===== config.mk =====
export PLATFORM = sky130hd
export DESIGN_NAME = load_store_unit
export DESIGN_NICKNAME = d
export VERILOG_FILES = /design/src/rtl/rv32_lsu_pkg.sv /design/src/rtl/lsu_load_align.sv /design/src/rtl/load_store_unit.sv
export SDC_FILE = /design/constraint.sdc
export NUM_CORES = 1
export LEC_CHECK = 0
export ABC_AREA = 1
export CORE_MARGIN = 2
export CORE_UTILIZATION = 43
export DETAILED_ROUTE_END_ITERATION = 12
export PLACE_DENSITY = 0.88
export RECOVER_POWER = 25
export SLEW_MARGIN = 10
export SYNTH_ARGS = -nofsm -noshare
export SYNTH_HDL_FRONTEND = slang
export SYNTH_SLANG_ARGS = --single-unit

===== constraint.sdc =====
create_clock -name clock -period 2.1 [get_ports clock]
set_input_delay 0.315 -clock clock [delete_from_list [all_inputs] [get_ports clock]]
set_output_delay 0.315 -clock clock [all_outputs]
set_load 0.005 [all_outputs]

===== src/rtl/rv32_lsu_pkg.sv =====
// Shared constants and types for the RV32I load/store unit.
// Holds the funct3 codes, access sizes, lane helpers and FSM state encoding.
package rv32_lsu_pkg;

  localparam logic [2:0] F3_B  = 3'b000;
  localparam logic [2:0] F3_H  = 3'b001;
  localparam logic [2:0] F3_W  = 3'b010;
  localparam logic [2:0] F3_BU = 3'b100;
  localparam logic [2:0] F3_HU = 3'b101;

  // funct3[1:0] gives the access size
  localparam logic [1:0] SZ_B = 2'b00;
  localparam logic [1:0] SZ_H = 2'b01;
  localparam logic [1:0] SZ_W = 2'b10;

  localparam logic [1:0] LANE_0 = 2'b00;

  typedef enum logic [2:0] {
    ST_IDLE   = 3'd0,
    ST_RD     = 3'd1,
    ST_WR     = 3'd2,
    ST_RMW_RD = 3'd3,
    ST_RMW_WR = 3'd4,
    ST_ERR    = 3'd5
  } lsu_state_e;

  function automatic logic f3_load_ok(input logic [2:0] f3);
    return (f3 == F3_B) || (f3 == F3_H) || (f3 == F3_W) ||
           (f3 == F3_BU) || (f3 == F3_HU);
  endfunction

  function automatic logic addr_aligned(input logic [1:0] size, input logic [1:0] addr_lo);
    case (size)
      SZ_B:    return 1'b1;
      SZ_H:    return ~addr_lo[0];
      SZ_W:    return addr_lo == LANE_0;
      default: return 1'b0;
    endcase
  endfunction

endpackage


===== src/rtl/lsu_load_align.sv =====
// Picks the addressed byte/halfword out of a memory word and extends it
// according to the load funct3.
module lsu_load_align
  import rv32_lsu_pkg::*;
(
  input  logic [31:0] word,
  input  logic [1:0]  addr_lo,
  input  logic [2:0]  funct3,
  output logic [31:0] result
);

  logic [7:0]  lane_b;
  logic [15:0] lane_h;

  assign lane_b = word[{addr_lo, 3'b000} +: 8];
  assign lane_h = word[{addr_lo[1], 4'b0000} +: 16];

  always_comb begin
    result = '0;
    case (funct3)
      F3_B:    result = {{24{lane_b[7]}}, lane_b};
      F3_BU:   result = {24'h0, lane_b};
      F3_H:    result = {{16{lane_h[15]}}, lane_h};
      F3_HU:   result = {16'h0, lane_h};
      F3_W:    result = word;
      default: result = '0;
    endcase
  end

endmodule


===== src/rtl/load_store_unit.sv =====
// MEM-stage load/store initiator for a word-organised data memory without
// byte enables; sub-word stores are done as read-modify-write.
//
//   state     | meaning
//   ----------+------------------------------------------------
//   ST_IDLE   | ready for a request; response pulse shows here
//   ST_RD     | load read cycle, extended data registered
//   ST_WR     | full-word store write cycle
//   ST_RMW_RD | read old word, merge store byte/half
//   ST_RMW_WR | write merged word
//   ST_ERR    | misaligned/illegal, no memory access
module load_store_unit
  import rv32_lsu_pkg::*;
#(
  parameter int MEM_AW = 10
) (
  input  logic        clock,
  input  logic        reset,
  input  logic        io_req_valid,
  output logic        io_req_ready,
  input  logic        io_req_load,
  input  logic        io_req_store,
  input  logic [2:0]  io_req_funct3,
  input  logic [31:0] io_req_addr,
  input  logic [31:0] io_req_wdata,
  output logic        io_resp_valid,
  output logic        io_resp_err,
  output logic [31:0] io_resp_rdata,
  output logic [31:0] io_mem_addr,
  output logic        io_mem_read,
  output logic        io_mem_write,
  output logic [31:0] io_mem_dataIn,
  input  logic [31:0] io_mem_dataOut
);

  lsu_state_e        state_q, state_d, route;
  logic [MEM_AW+1:0] addr_q;
  logic [31:0]       wdata_q;
  logic [2:0]        f3_q;
  logic [31:0]       merge_q, merge_d;
  logic [31:0]       load_data;
  logic              resp_valid_q, resp_err_q;
  logic [31:0]       resp_rdata_q;
  logic              req_fire, is_ld, is_st, aligned;
  logic              unused_addr_hi;

  // memory wraps at 2^MEM_AW words, higher address bits are dropped
  assign unused_addr_hi = ^io_req_addr[31:MEM_AW+2];

  assign io_req_ready = (state_q == ST_IDLE);
  assign req_fire     = io_req_valid & io_req_ready;
  assign is_ld        = io_req_load & ~io_req_store;
  assign is_st        = io_req_store & ~io_req_load;
  assign aligned      = addr_aligned(io_req_funct3[1:0], io_req_addr[1:0]);

  always_comb begin
    route = ST_ERR;
    if (is_ld && f3_load_ok(io_req_funct3) && aligned) begin
      route = ST_RD;
    end else if (is_st && aligned) begin
      case (io_req_funct3)
        F3_W:       route = ST_WR;
        F3_B, F3_H: route = ST_RMW_RD;
        default:    route = ST_ERR;
      endcase
    end
  end

  always_comb begin
    state_d = ST_IDLE;
    case (state_q)
      ST_IDLE:   state_d = req_fire ? route : ST_IDLE;
      ST_RMW_RD: state_d = ST_RMW_WR;
      default:   state_d = ST_IDLE;
    endcase
  end

  always_comb begin
    merge_d = io_mem_dataOut;
    if (f3_q[1:0] == SZ_H) begin
      merge_d[{addr_q[1], 4'b0000} +: 16] = wdata_q[15:0];
    end else begin
      merge_d[{addr_q[1:0], 3'b000} +: 8] = wdata_q[7:0];
    end
  end

  lsu_load_align u_align (
    .word    (io_mem_dataOut),
    .addr_lo (addr_q[1:0]),
    .funct3  (f3_q),
    .result  (load_data)
  );

  always_ff @(posedge clock or negedge reset) begin
    if (!reset) begin
      state_q      <= ST_IDLE;
      addr_q       <= '0;
      wdata_q      <= '0;
      f3_q         <= '0;
      merge_q      <= '0;
      resp_valid_q <= 1'b0;
      resp_err_q   <= 1'b0;
      resp_rdata_q <= '0;
    end else begin
      state_q      <= state_d;
      resp_valid_q <= 1'b0;
      if (req_fire) begin
        addr_q  <= io_req_addr[MEM_AW+1:0];
        wdata_q <= io_req_wdata;
        f3_q    <= io_req_funct3;
      end
      case (state_q)
        ST_RD: begin
          resp_valid_q <= 1'b1;
          resp_err_q   <= 1'b0;
          resp_rdata_q <= load_data;
        end
        ST_WR, ST_RMW_WR: begin
          resp_valid_q <= 1'b1;
          resp_err_q   <= 1'b0;
          resp_rdata_q <= '0;
        end
        ST_ERR: begin
          resp_valid_q <= 1'b1;
          resp_err_q   <= 1'b1;
          resp_rdata_q <= '0;
        end
        ST_RMW_RD: merge_q <= merge_d;
        default: ;
      endcase
    end
  end

  // memory strobes decode straight from state so reset kills them at once
  assign io_mem_read   = (state_q == ST_RD) || (state_q == ST_RMW_RD);
  assign io_mem_write  = (state_q == ST_WR) || (state_q == ST_RMW_WR);
  assign io_mem_addr   = (state_q == ST_IDLE) ? 32'h0 :
                         {{(32-MEM_AW){1'b0}}, addr_q[MEM_AW+1:2]};
  assign io_mem_dataIn = (state_q == ST_WR)     ? wdata_q :
                         (state_q == ST_RMW_WR) ? merge_q : 32'h0;

  assign io_resp_valid = resp_valid_q;
  assign io_resp_err   = resp_err_q;
  assign io_resp_rdata = resp_rdata_q;

endmodule


# After elaboration in Yosys (flattened, before gate mapping)
# Index checks and enable logic that the tools add are counted.
[totals]
ff_bits = 116
latch_bits = 0
ramBits = 0
rom_bits = 0
in_bits = 104
wordCells = 74
memories = 0
[classes]
add_sub_neg = 2
multipliers = 0
n_div = 0
order_cmp = 0
eq_ne = 16
shift = 6
n_mux = 16
bitwise_logic = 6
reduce_logical = 20
[op_table]
columns = ["op", "n"]
rows = [
  ["$pmux 32 s5", 1],
  ["$mux 32", 3],
  ["$bwmux 32", 2],
  ["$pmux 32 s2", 1],
  ["$shift 16x7->32 const A", 1],
  ["$shift 8x7->32 const A", 1],
  ["$shiftx 16x7->32", 1],
  ["$shiftx 32x6->16", 1],
  ["$shiftx 32x6->8", 1],
  ["$shiftx 8x7->32", 1],
  ["$eq 3x3->1 const B", 6],
  ["$neg 5->7", 2],
  ["$eq 3x2->1 const B", 4],
  ["$pmux 3 s2", 2],
  ["$mux 10", 1],
  ["$eq 3x1->1 const B", 3],
  ["$logic_not 3->1", 3],
  ["$mux 3", 3],
  ["$logic_or 1x1->1", 6],
  ["$reduce_or 3->1", 2],
  ["$eq 2x1->1 const B", 2],
  ["$logic_not 2->1", 2],
  ["$reduce_bool 2->1", 2],
  ["$reduce_or 4->1", 1],
  ["8 further kinds", 14],
]

# Depth between registers and ports, before layout
[logic_depth]
depth_word = 10
ltp_mapped = 11

# By module
# A second synthesis with hierarchy kept.
[hier_totals]
cells_unflattened = 1081
area_unflattened_um2 = 7158.1
[by_module_without_submodules]
columns = ["module", "n_inst", "cells_each", "area_per_inst_um2", "seq_area_each_um2"]
rows = [
  ["load_store_unit", 1, 874, 6259.8, 2902.8],
  ["lsu_load_align", 1, 207, 898.4, 0.0],
]

# Worst setup path before layout
# Ideal clock, no wire load.
[synth_timing]
path_type = "reg-to-reg"
startpoint = "register addr_q[1]"
endpoint = "register merge_q[1]"
arrival_ns = 1.885
path_slack_ns = 0.138
path_stages_with_launch = 10
synth_period_minus_slack_ns = 1.962
path_cell_list = "dfrtp_1 -> buf_4 -> inv_2 -> clkbuf_1 -> ha_1 -> clkbuf_1 -> nand4_1 -> nor2_4 -> nand2_1 -> a21oi_1"
[synth_between]
elab_chain_len = 4
[synth_rtl]
columns = ["item", "line_no", "source"]
rows = [
  ["start: declaration", "load_store_unit.sv:37", "logic [MEM_AW+1:0] addr_q;"],
  ["start signal: assignment", "load_store_unit.sv:108", "addr_q <= io_req_addr[MEM_AW+1:0];"],
  ["$neg 5->7, on equally long branches", "load_store_unit.sv:81, load_store_unit.sv:83", ""],
  ["$shiftx 16x7->32 (tied with other cells)", "load_store_unit.sv:81", "merge_d[{addr_q[1], 4'b0000} +: 16] = wdata_q[15:0];"],
  ["$bwmux 32, on equally long branches", "load_store_unit.sv:81, load_store_unit.sv:83", ""],
  ["$mux 32 *", "load_store_unit.sv:80", "if (f3_q[1:0] == SZ_H) begin"],
  ["end signal: assignment", "load_store_unit.sv:128", "ST_RMW_RD: merge_q <= merge_d;"],
  ["end: declaration", "load_store_unit.sv:40", "logic [31:0] merge_q, merge_d;"],
]
# Every way passes the cells marked *; elsewhere a longest branch is shown, timed or not.
# A chain may end at the register's enable or synchronous reset.

# Worst setup path after layout
[layout_timing]
startpoint = "register state_q[1]"
endpoint = "output io_mem_write"
[layout_between]
elab_chain_len = 2
[layout_rtl]
columns = ["item", "line_no", "source"]
rows = [
  ["start: declaration", "load_store_unit.sv:36", "lsu_state_e state_q, state_d, route;"],
  ["start signal: assignment", "load_store_unit.sv:105", "state_q <= state_d;"],
  ["$eq 3x2->1 / $eq 3x3->1 (equally long branches)", "load_store_unit.sv:136", "assign io_mem_write = (state_q == ST_WR) || (state_q == ST_RMW_WR);"],
  ["$logic_or 1x1->1 *", "load_store_unit.sv:136", ""],
  ["end: declaration", "load_store_unit.sv:31", "output logic io_mem_write,"],
]
# Marks and branches as above.

==> results.txt <==
top cells by count, synth: nand2_1 (298), dfrtp_1 (116), inv_1 (94), o21ai_0 (86), nand3_1 (78)
Critical Path Source: state_q[1]$_DFF_PN0_
# DRC: 0
Post-synth EDFFs: 0
DRT iter0 DRCs: 586
CP max FO: 20
synthesized area per cell: 7.09 um2
PortBufs: 162
post-layout min period: 2.18 ns
final wirelength: 21.0 mm
Synth Instances: 962
die area: 16900 um2
status: complete, but fails checks
synth top area cells: dfrtp_1 (43%), nand2_1 (16%), o21ai_0 (6.3%), nand3_1 (5.7%), inv_1 (5.2%)
largest net degree at the start of global routing: 84
final setup fails: 9
total track usage: 26.0%
fin cells: 1343
root buf cell: clkbuf_16
row cnt: 46
Final Cycle Share: 104%
peak supply drop: 0.618 mV
post-DR vias/cell: 5.19
starting density of the core: 43.4%
final hold vios: 0
Yosys reg bits: 116
Synthesis Warnings: 0
met2 Usage GRT: 41.6%
initial antenna violation count: 0
ys flop type: dfrtp_1
chip width: 130 um
final RePlAce weighted congestion: 0.964
CP required: 1.78 ns
Clock Latency Late Sink: 0.43 ns
failing checks: negative setup slack
fmax: 459 MHz
post-synth top area cell: dfrtp_1
ANT cells: 0
Detail Route Antenna Nets: 0
vias: 6964
Core Region: 15700 um2
CTS tree: done
Max transition margin: 30.7%
DR pass1 iterations: 5
Die Y-Extent: 130 um
register area share after synthesis: 42.6%
Worst Tran Pin Value: 1.04 ns
Avg WL per Cell: 15.7 um
Overflow after GRT: 0
type of origin of the critical path: flop
layout cell share with drive strength beyond 1: 8.07%
Clock Path Buffers: 2
Fill cells: 1417
number of buffers created by CTS: 17
Crit. End Element: primary output
vias in the first global route: 6772
clk_skew: 0.0110 ns
Layout area overhead: 36.0%
CTS sink cnt: 116
LEAKAGE: 0.00452 uW
Final WS setup: -0.0772 ns
HP Class: in2reg
Power Density: 1020 nW/um2
IO Pins: 205
count leader, synth: nand2_1
Async S/R FF share, synth: 100%
Placed Instances: 1308
M3 GR Usage: 8.90%
max_cap viols: 0
Netlist cell types: 29
Pins Over Slew Limit: 0
Synth top area share: 42.6%
hold_sp: io_req_wdata[27]
CP Class: reg2out
RR Startpoint: addr_q[0]$_DFFE_PN0P_
H-tree levels: 4
global-route wire length before repair: 34.0 mm
DP HPWL: 15.2 mm
Mapped Area: 6820 um2
Finished Core Util: 59.1%
GR peak layer: met2
crit path DAT: 1.86 ns
Final nets: 1223
unrepaired setup endpoints after global routing: yes
Worst-path clk slew: 0.05 ns
GRT met1 Usage: 33.1%
-- metal layers --
metal	wire length, um	part of all wire, %
met5	0	0
met4	522	2.5
met3	2040	9.7
met2	9670	46
met1	8780	42
-- power by group --
group          switching, uW  leakage [uW]  total (uW)  internal, uW
registers                271       0.00140        3030          2760
logic                   1860       0.00281        3240          1380
clock network           1050      0.000313        3180          2130
-- final timing paths --
path                                                      end  slack (ns)  cells past startpoint
worst max register to register        merge_q[19]$_DFFE_PN0P_        0.19                      8
worst min register to register  io_resp_rdata[23]$_DFFE_PN0P_        0.48                      2
worst max-delay path                             io_mem_write       -0.08                      5
min in group asynchronous       io_resp_rdata[30]$_DFFE_PN0P_        0.60                      2
worst min-delay path                  wdata_q[27]$_DFFE_PN0P_        0.43                      3
max in group asynchronous              merge_q[5]$_DFFE_PN0P_        0.31                      3
-- per-stage QoR --
step	total power, uW	setup TNS [ns]	worst slack, ns	hold slack (ns)	area [um2]
floorplan	4890	0	0.138	0.0194	6900
global placement	6210	0	0.197	0.207	8620
detailed placement	6290	0	0.155	0.205	8620
CTS	9490	-0.707	-0.0917	0.299	9280
global route	10000	-1.01	-0.134	0.434	9280
finish	9450	-0.400	-0.0772	0.434	9280
-- critical path, stage by stage (launching register included) --
cell	delay [ns]
dfrtp_2	0.43
nor2_4	0.14
nand2_1	0.11
buf_12	0.18
nand2_4	0.09
clkdlybuf4s50_1	0.50
-- cells by family after synthesis --
logic type      after synthesis  share of synthesized area [%]
compound gates              220                           17.3
other cells                   1                         0.0550
flops                       116                           42.6
buf+inv                     184                           12.8
simple gates                436                           26.3
fa+ha+maj                     5                          0.917
-- registers in the layout, indices dropped and copies added, names as in the netlist --
register,flops
io_resp_err,1
addr_q,12
io_resp_valid,1
wdata_q,32
io_resp_rdata,32
f3_q,3
state_q,3
merge_q,32
-- cells in the final DEF, fill, tap and decap left out, types with 7 or more instances in the layout --
master / instances
nand3_1: 78
buf_4: 21
inv_2: 8
o21ai_1: 53
inv_1: 94
conb_1: 22
dfrtp_1: 114
a21oi_1: 41
clkdlybuf4s50_1: 126
o22ai_1: 22
clkbuf_16: 17
o21ai_0: 80
buf_12: 7
dlygate4sd2_1: 33
o211ai_1: 10
nor2_1: 41
nand2_1: 297
-- final cells by class --
cell class / instances / area [um2] / area share [%]
clock buffer: 19 / 443 / 4.77
inverter: 103 / 392 / 4.22
multi-input combinational: 683 / 3150 / 34.0
tap: 216 / 270 / 2.91
timing repair buffer: 193 / 1910 / 20.6
clock inverter: 13 / 206 / 2.22
sequential: 116 / 2910 / 31.3
-- what timing repair did --
item,CTS,global route
hold buffers,1,0
resized for setup,49,4
hold endpoints to repair,16,0
setup buffers,2,0
pin swaps,0,0
endpoints found under the setup margin,44,11
Power figures use the tool's default switching activity.
